File: config.mk
export PLATFORM = sky130hd
export DESIGN_NAME = pc_sequencer
export DESIGN_NICKNAME = d
export VERILOG_FILES = /design/src/rtl/pc_sequencer.sv
export SDC_FILE = /design/constraint.sdc
export NUM_CORES = 1
export LEC_CHECK = 0
export BUFFER_PORTS_ARGS = -buffer_cell sky130_fd_sc_hd__clkbuf_2
export CAP_MARGIN = 20
export CORE_ASPECT_RATIO = 0.8
export CORE_MARGIN = 1
export CORE_UTILIZATION = 55
export CTS_BUF_LIST = sky130_fd_sc_hd__clkbuf_8
export DETAILED_ROUTE_END_ITERATION = 6
export GPL_TIMING_DRIVEN = 0
export PLACE_DENSITY = 0.89
export SYNTH_ARGS = -nofsm -noshare
export SYNTH_HDL_FRONTEND = slang
export SYNTH_SLANG_ARGS = --single-unit
File: constraint.sdc
create_clock -name clk -period 8.4 [get_ports clk]
set_input_delay 0.84 -clock clk [delete_from_list [all_inputs] [get_ports clk]]
set_output_delay 0.84 -clock clk [all_outputs]
set_load 0.1 [all_outputs]
File: src/rtl/pc_sequencer.sv
// pc_sequencer: registered program counter with a stall-aware next-PC mux
// covering sequential, branch, jump and return sources.
// Optional return-address stack is built when the macro PC_RAS_EN is defined;
// without it, returns always use reg_target and the RAS status is constant.
module pc_sequencer #(
  parameter int              PC_W         = 32,
  parameter logic [PC_W-1:0] RESET_VECTOR = '0,
  parameter int              RAS_DEPTH    = 4
) (
  input  logic            clk,
  input  logic            reset,
  input  logic            stall,
  input  logic            jump,
  input  logic            link,
  input  logic            ret,
  input  logic            branch_on_eq,
  input  logic            branch_on_neq,
  input  logic            zero,
  input  logic [15:0]     immediate16,
  input  logic [25:0]     immediate26,
  input  logic [PC_W-1:0] reg_target,
  output logic [PC_W-1:0] pc,
  output logic            pc_src,
  output logic [PC_W-1:0] target_address,
  output logic            ras_empty,
  output logic            ras_full,
  output logic            ras_overflow
);

  logic [PC_W-1:0]        seq;
  logic [PC_W-1:0]        br_tgt;
  logic [PC_W-1:0]        jmp_tgt;
  logic [PC_W-1:0]        pc_nxt;
  logic [PC_W-1:0]        ras_top;
  logic signed [PC_W-1:0] br_off;
  logic                   br_taken;
  logic                   ras_hit;

  assign seq      = pc + PC_W'(1);
  assign br_off   = {{(PC_W-18){immediate16[15]}}, immediate16, 2'b00};
  assign br_tgt   = seq + $unsigned(br_off);
  assign br_taken = (branch_on_eq & zero) | (branch_on_neq & ~zero);

  // The jump keeps the PC region bits above bit 27, if the PC has any.
  if (PC_W > 28) begin : gen_jmp_region
    assign jmp_tgt = {pc[PC_W-1:28], immediate26, 2'b00};
  end else begin : gen_jmp_flat
    assign jmp_tgt = {immediate26, 2'b00};
  end

`ifdef PC_RAS_EN
  localparam int              PTR_W   = $clog2(RAS_DEPTH);
  localparam int              CNT_W   = $clog2(RAS_DEPTH + 1);
  localparam logic [CNT_W-1:0] CNT_MAX = CNT_W'(RAS_DEPTH);

  // top_ptr points at the next free slot; the top entry sits just below it.
  // When full, the next free slot is also the oldest entry, so a push
  // naturally overwrites it.
  logic [PC_W-1:0]  ras_mem [RAS_DEPTH];
  logic [PTR_W-1:0] top_ptr;
  logic [PTR_W-1:0] ptr_nxt;
  logic [PTR_W-1:0] top_idx;
  logic [PTR_W-1:0] wr_idx;
  logic [CNT_W-1:0] ras_cnt;
  logic [CNT_W-1:0] cnt_nxt;
  logic             wr_en;
  logic             ovf_nxt;
  logic             call;

  function automatic logic [CNT_W-1:0] cnt_sat_inc(input logic [CNT_W-1:0] c);
    return (c == CNT_MAX) ? c : c + CNT_W'(1);
  endfunction

  assign call      = jump & link;
  assign top_idx   = top_ptr - PTR_W'(1);
  assign ras_hit   = (ras_cnt != '0);
  assign ras_top   = ras_mem[top_idx];
  assign ras_empty = (ras_cnt == '0);
  assign ras_full  = (ras_cnt == CNT_MAX);

  // Decide the RAS push / pop / replace for this cycle.
  always_comb begin
    wr_en   = 1'b0;
    wr_idx  = top_ptr;
    ptr_nxt = top_ptr;
    cnt_nxt = ras_cnt;
    ovf_nxt = 1'b0;
    if (!stall) begin
      if (ret) begin
        if (ras_hit) begin
          if (call) begin
            wr_en  = 1'b1;
            wr_idx = top_idx;
          end else begin
            ptr_nxt = top_idx;
            cnt_nxt = ras_cnt - CNT_W'(1);
          end
        end else if (call) begin
          wr_en   = 1'b1;
          ptr_nxt = top_ptr + PTR_W'(1);
          cnt_nxt = cnt_sat_inc(ras_cnt);
        end
      end else if (call) begin
        wr_en   = 1'b1;
        ptr_nxt = top_ptr + PTR_W'(1);
        cnt_nxt = cnt_sat_inc(ras_cnt);
        ovf_nxt = (ras_cnt == CNT_MAX);
      end
    end
  end

  // RAS control state: pointer, occupancy and overflow pulse.
  always_ff @(posedge clk or posedge reset) begin
    if (reset) begin
      top_ptr      <= '0;
      ras_cnt      <= '0;
      ras_overflow <= 1'b0;
    end else begin
      top_ptr      <= ptr_nxt;
      ras_cnt      <= cnt_nxt;
      ras_overflow <= ovf_nxt;
    end
  end

  // RAS storage holds link addresses only; validity comes from the count.
  always_ff @(posedge clk) begin
    if (wr_en) ras_mem[wr_idx] <= seq;
  end
`else
  logic unused_link;
  assign unused_link  = link;
  assign ras_hit      = 1'b0;
  assign ras_top      = '0;
  assign ras_empty    = 1'b1;
  assign ras_full     = 1'b0;
  assign ras_overflow = 1'b0;
`endif

  // Redirect selection: ret, then jump, then taken branch.
  always_comb begin
    pc_src         = 1'b0;
    target_address = '0;
    if (ret) begin
      pc_src         = 1'b1;
      target_address = ras_hit ? ras_top : reg_target;
    end else if (jump) begin
      pc_src         = 1'b1;
      target_address = jmp_tgt;
    end else if (br_taken) begin
      pc_src         = 1'b1;
      target_address = br_tgt;
    end
  end

  assign pc_nxt = pc_src ? target_address : seq;

  // PC register, frozen while stalled.
  always_ff @(posedge clk or posedge reset) begin
    if (reset) pc <= RESET_VECTOR;
    else if (!stall) pc <= pc_nxt;
  end

endmodule

==> out/results.ini, run 1 <==
[grt]
antenna_found_initial=0
grt_use_total_pct=40.30
grt_pass1_vias=5533
grt_first_pass_wirelength_um=28240
grt_max_degree=19
gr-total-overflow=0

[timing]
worst_pin_slew_ns=1.000
hold_violations=0
tns_ns=0
slew_violations=0
fmax_mhz=161.2
max_slew_margin_pct=33.07
period_needed_ns=6.203
setup_viol=0
rsz0062_at_grt=false
skew_ns=0.005465
period_share_pct=73.84

[die]
rows=29
dieArea_um2=8988
io_pins=151
initial_core_util_pct=58.27
dieHeight_um=85.00
die_w_um=105.7
coreArea_um2=8128

[drt]
viasPerCell=6.621
drc=1
first_pass_iters=7
vias=6012
ant_nets=0
routedWlPerCell_um=20.09
drt_iter0_markers=860
routed_wl_um=18240

[clocking]
clk_pin_slew_ns=0.07
cts.sinks=32
cts_tree=done
cts-root-buf=clkbuf_8
cts-resized-gates=0
clk_path_buf_depth=2
clock_latency_ns=0.29
ctsHoldBuffers=0
htree_num_levels=2
post_cts_buffers=0
numCtsBuffers=5

[synth]
synth_top_cells_by_area=dfrtp_1, ha_1, o21ai_0, xnor2_1, a21oi_1
syn-cell-area_um2=4736
synth_top_area_cell=dfrtp_1
ys_types=84
syn_area_per_cell_um2=7.342
synth_top_flop_cell=dfrtp_1
synth-seq-cells=32
synth_top_area_share_pct=16.91
syn_inst=645
yosysWarnings=0
synthArstFlopShare_pct=100.0
seq_area_frac_synth_pct=16.91
synth_edf_count=0

[flow_run]
drv_cap=0

[power_and_ir_drop]
leakagePower_uw=0.002742
vdd_ir_drop_max_v=0.0001396
power.density_nw_per_um2=208.9
p_total_uw=1198

[outcome]
violations=DRC
outcome=finished with violations

[placement]
gp_congestion=1.074
dpl_cell_area_um2=5628
numPortBuffers=145
place_hpwl_um=14110

[critical_path]
worst-r2r-cell-count=19
crit_type=reg -> out
r2r_start=pc[0]$_DFFE_PP0N_
worstSetupStartpoint=pc[0]$_DFFE_PP0N_
ff2ff_setup_slack_ns=3.51
endpoint_kind=output port
crit_fanout=8
startpoint_type=flop
reg2reg_to=pc[27]$_DFFE_PP0N_
cp.arrival_ns=5.36
endpoint=target_address[27]
required_ns=7.56

[final_layout]
largest_reg_flops=32
stdcell_area_um2=5736
regMostFlops=pc
drive_gt1_share_pct=24.88
n_fill_cell=681
antenna_cells=0
area_growth_syn_to_layout_pct=21.11
nets=919
reg_top3=pc: 32 flops

[worst_hold_path]
hold_path_class=reg -> reg

## layout by cell type (no fill, tap or decap), types with 11 or more instances in the layout
cell type  count
nand4_1       12
nand2_1       64
xnor2_1       31
nand3_1       22
o21ai_0       58
a21o_1        12
a31oi_1       11
and3_1        17
nor2_1        53
clkbuf_1      23
nor3_1        17
clkbuf_2     146
dfrtp_1       32
xor2_1        24
a21oi_1       50
ha_1          36
inv_1         28
## cell type report
type	instances	area [µm²]	area share, %
repair buffers	146	753.2	13.13
plain buffers	42	216.5	3.774
inverters	29	122.6	2.138
clock buffers	5	68.82	1.200
multi-input cells	543	3600	62.76
well taps	108	135.1	2.356
flip-flops and latches	32	800.8	13.96
clock inverters	3	38.79	0.6763
## cells in the mapped netlist, drive strengths merged (5+ instances only)
| master | count |
|---|---|
| o21ai | 67 |
| nand2 | 66 |
| nor2 | 56 |
| a21oi | 54 |
| ha | 36 |
| dfrtp | 32 |
| xnor2 | 31 |
| inv | 28 |
| clkbuf | 26 |
| xor2 | 24 |
| nand3 | 22 |
| nor3 | 18 |
| and3 | 17 |
| buf | 15 |
| nand4 | 14 |
| a21o | 12 |
| a31oi | 12 |
| a22oi | 9 |
| a211oi | 7 |
| a221oi | 6 |
| nor2b | 6 |
| o211ai | 6 |
| o21a | 6 |
| o31ai | 6 |
| nor4 | 5 |
## power breakdown
group / switching, µW / internal (µW)
Clock: 63.7 / 86.9
Sequential: 38.9 / 176
Combinational: 616 / 217
## layer usage
metal	global-route usage (%)	routed length, µm	vias up
met3	9.754	2730	66
li1	-	-	2671
met4	13.64	519	0
met1	54.60	7098	2729
met2	62.69	7892	546
met5	2.198	0	-
## kinds of logic (layout without fill, tap and decap cells)
kind of cell	count (synthesis)	in the layout	share of synthesized area (%)
mux	6	6	1.374
compound gates	225	225	32.31
buf+inv	71	225	7.160
fa+ha+maj	37	37	9.934
flops	32	32	16.91
simple gates	217	217	21.98
xor+xnor	55	55	10.17
other cells	2	3	0.1586
## per-stage QoR
step | std cells | hold slack (ns) | utilization [%] | worst slack, ns
floorplan | 646 | 0.9562 | - | 1.447
global placement | 899 | 0.5472 | 68.90 | 2.737
detailed placement | 900 | 0.5640 | 69.24 | 2.639
CTS | 908 | 0.5813 | 70.57 | 2.306
global route | 908 | 0.6392 | 70.57 | 1.877
finish | 908 | 0.5850 | 70.57 | 2.197
## worst min-delay path by stage
stage                                 start                 to  slack [ns]  depth (start not counted)
after global routing      pc[1]$_DFFE_PP0N_  pc[1]$_DFFE_PP0N_        0.64                          2
final                     pc[1]$_DFFE_PP0N_  pc[1]$_DFFE_PP0N_        0.59                          2
after global placement    pc[1]$_DFFE_PP0N_  pc[1]$_DFFE_PP0N_        0.55                          2
after floorplan                       reset  pc[0]$_DFFE_PP0N_        0.96                          1
after CTS                 pc[1]$_DFFE_PP0N_  pc[1]$_DFFE_PP0N_        0.58                          2
after detailed placement  pc[1]$_DFFE_PP0N_  pc[1]$_DFFE_PP0N_        0.56                          2
## worst max-delay path, stage by stage (launching register included)
cell and delay, ns:
dfrtp_1 0.48, ha_1 0.30, and3_1 0.20, and3_1 0.15
buf_2 0.21, nand4_2 0.26, nor2_1 0.31, and3_1 0.25
xor2_1 0.24, ha_1 0.27, buf_2 0.16, a21oi_1 0.26
o21ai_0 0.11, a21oi_1 0.16, o21ai_1 0.09, a21oi_2 0.26
o31ai_1 0.16, xor2_1 0.18, a222oi_1 0.53, inv_1 0.08
clkbuf_2 0.38
No activity file was read; power rests on OpenSTA's default activity.
==> run 2, diff against run 1 <==
--- a/config.mk
+++ b/config.mk
@@ -9,11 +9,11 @@
 export CAP_MARGIN = 20
 export CORE_ASPECT_RATIO = 0.8
 export CORE_MARGIN = 1
-export CORE_UTILIZATION = 55
+export CORE_UTILIZATION = 54
 export CTS_BUF_LIST = sky130_fd_sc_hd__clkbuf_8
 export DETAILED_ROUTE_END_ITERATION = 6
 export GPL_TIMING_DRIVEN = 0
-export PLACE_DENSITY = 0.89
+export PLACE_DENSITY = 0.88
 export SYNTH_ARGS = -nofsm -noshare
 export SYNTH_HDL_FRONTEND = slang
 export SYNTH_SLANG_ARGS = --single-unit
==> constraint.sdc (replaced) <==
create_clock -name clk -period 6.37 [get_ports clk]
set_input_delay 0.637 -clock clk [delete_from_list [all_inputs] [get_ports clk]]
set_output_delay 0.637 -clock clk [all_outputs]
set_load 0.1 [all_outputs]
==> out/results.ini, run 2 (synthesis results as in run 1) <==
[outcome]
outcome=finished with violations
violations=DRC

[timing]
fmax_mhz=164.2
slew_violations=0  ; unchanged
tns_ns=0  ; unchanged
worst_pin_slew_ns=1.138  ; +0.1380 ns
hold_violations=0  ; unchanged
period_share_pct=95.63
period_needed_ns=6.091
setup_viol=0  ; unchanged
max_slew_margin_pct=23.84  ; -9.2 points
skew_ns=0.01493  ; +0.009470 ns
rsz0062_at_grt=false

[power_and_ir_drop]
seqPwrFrac_pct=17.6  ; -0.4 points
clockPowerShare_pct=14.1  ; +1.5 points
p_int_uw=657.0  ; +37%
vdd_ir_drop_max_v=0.0001710  ; +23%
switching_share_pct=59.20  ; -0.73 points
power_frac_comb_pct=68.2  ; -1.3 points
power.density_nw_per_um2=279.6  ; +34%
p_total_uw=1610  ; +34%
leakagePower_uw=0.002747  ; +0.18%
p_sw_uw=953.4  ; +33%

[clocking]
numCtsBuffers=5  ; unchanged
clk_path_buf_depth=2  ; unchanged
cts-root-buf=clkbuf_8
ctsHoldBuffers=0  ; unchanged
clock_latency_ns=0.31  ; +0.02 ns
htree_num_levels=2  ; unchanged
cts.sinks=32  ; unchanged
clk_pin_slew_ns=0.08  ; about the same
cts_tree=done
cts-resized-gates=0  ; unchanged
post_cts_buffers=0  ; unchanged

[critical_path]
ff2ff_setup_slack_ns=1.42  ; -2.09 ns
cp.arrival_ns=5.45  ; +0.09 ns
reg2reg_to=pc[27]$_DFFE_PP0N_
r2r_start=pc[0]$_DFFE_PP0N_
worst-r2r-cell-count=19  ; unchanged
startpoint_type=flop
endpoint_kind=output port
worstSetupStartpoint=pc[0]$_DFFE_PP0N_
crit_fanout=8  ; unchanged
crit_type=reg -> out
required_ns=5.73  ; -1.83 ns

[final_layout]
reg_top3=pc: 32 flops
drive_gt1_share_pct=25.00  ; +0.13 points
largest_reg_flops=32  ; unchanged
regMostFlops=pc
n_fill_cell=746  ; +9.5%
nets=919  ; unchanged
area_growth_syn_to_layout_pct=21.61
final_common_cell=clkbuf_2
final_util_pct=67.89  ; -2.7 points
final_cell_mix=clkbuf_2, nand2_1, o21ai_0, nor2_1, a21oi_1
antenna_cells=0  ; unchanged
stdcell_area_um2=5759  ; +0.41%

[drt]
drt_iter0_markers=822  ; -4.4%
viasPerCell=6.609  ; -0.19%
first_pass_iters=7  ; unchanged
vias=6027  ; +0.25%
drc=1  ; unchanged
routedWlPerCell_um=19.95  ; -0.71%
routed_wl_um=18190  ; -0.27%
ant_nets=0  ; unchanged

[die]
dieArea_um2=9151  ; +1.8%
initial_core_util_pct=55.83  ; -2.4 points
coreArea_um2=8483  ; +4.4%
rows=30  ; +3.4%
dieHeight_um=85.76  ; +0.90%
die_w_um=106.7  ; +0.90%
io_pins=151  ; unchanged

[grt]
grt_use_total_pct=38.65  ; -1.7 points
gr-total-overflow=0  ; unchanged
grt_first_pass_wirelength_um=27420  ; -2.9%
grt_pass1_vias=5382  ; -2.7%
grt_max_degree=23  ; +4
antenna_found_initial=0  ; unchanged

[placement]
place_hpwl_um=13980  ; -0.89%
gp_congestion=0.9539  ; -11%
numPortBuffers=145  ; unchanged
dpl_cell_area_um2=5633  ; about the same

[worst_hold_path]
hold_path_class=in -> async

[flow_run]
drv_cap=0  ; unchanged

==> run 2: cell count changes in the layout (fill, tap and decap cells not counted), sizes merged <==
cell	delta
clkbuf	+2
clkinv	-1
inv	-1
==> run 2: power groups by stage <==
stage	Clock, µW	Combinational (µW)	Sequential (µW)
floorplan	0	649	490
global placement	0	1060	282
detailed placement	0	1080	284
CTS	223	1080	280
global route	231	1150	286
finish	228	1100	284
==> run 2: area by class of cell <==
type	instances	area [µm²]	share of cell area (%)
Buffer	42	216.5	3.758
Multi-Input combinational cell	543	3600	62.50
Clock inverter	1	30.03	0.5214
Timing Repair Buffer	146	753.2	13.08
Inverter	29	122.6	2.129
Clock buffer	7	96.34	1.673
Sequential cell	32	800.8	13.90
Tap cell	112	140.1	2.433
==> run 2: worst max-delay path by stage <==
stage	endpoint	slack (ns)
after floorplan	target_address[15]	0.07
after global placement	target_address[27]	0.87
after detailed placement	target_address[27]	0.82
after CTS	target_address[30]	0.47
after global routing	target_address[30]	0.09
final	target_address[27]	0.28
==> run 2: routing by layer <==
layer	vias up	routed length, µm	track usage [%]	part of all wire [%]
li1	2671	-	-	-
met5	-	0	0	0
met4	0	578	14.69	3.2
met2	538	7837	59.65	43
met1	2751	7015	53.87	39
met3	67	2759	6.611	15
==> run 2: per-stage QoR <==
step | hold WS (ns) | setup WS, ns | std cells
finish | 0.3708 | 0.2786 | 912
global route | 0.4192 | 0.08611 | 912
CTS | 0.3900 | 0.4696 | 912
detailed placement | 0.5580 | 0.8186 | 904
global placement | 0.5559 | 0.8723 | 903
floorplan | 0.7532 | 0.07265 | 646
==> run 2: worst max-delay path, cell delays in order (launching register included) <==
cell      delay, ns
dfrtp_1        0.48
ha_1           0.30
and3_1         0.20
and3_1         0.16
buf_2          0.20
nand4_2        0.26
nor2_1         0.32
and3_1         0.26
xor2_1         0.24
ha_1           0.27
buf_2          0.16
a21oi_1        0.24
o21ai_0        0.11
a21oi_1        0.18
o21ai_1        0.10
a21oi_2        0.28
o31ai_1        0.16
xor2_1         0.18
a222oi_1       0.57
inv_1          0.08
clkbuf_2       0.39
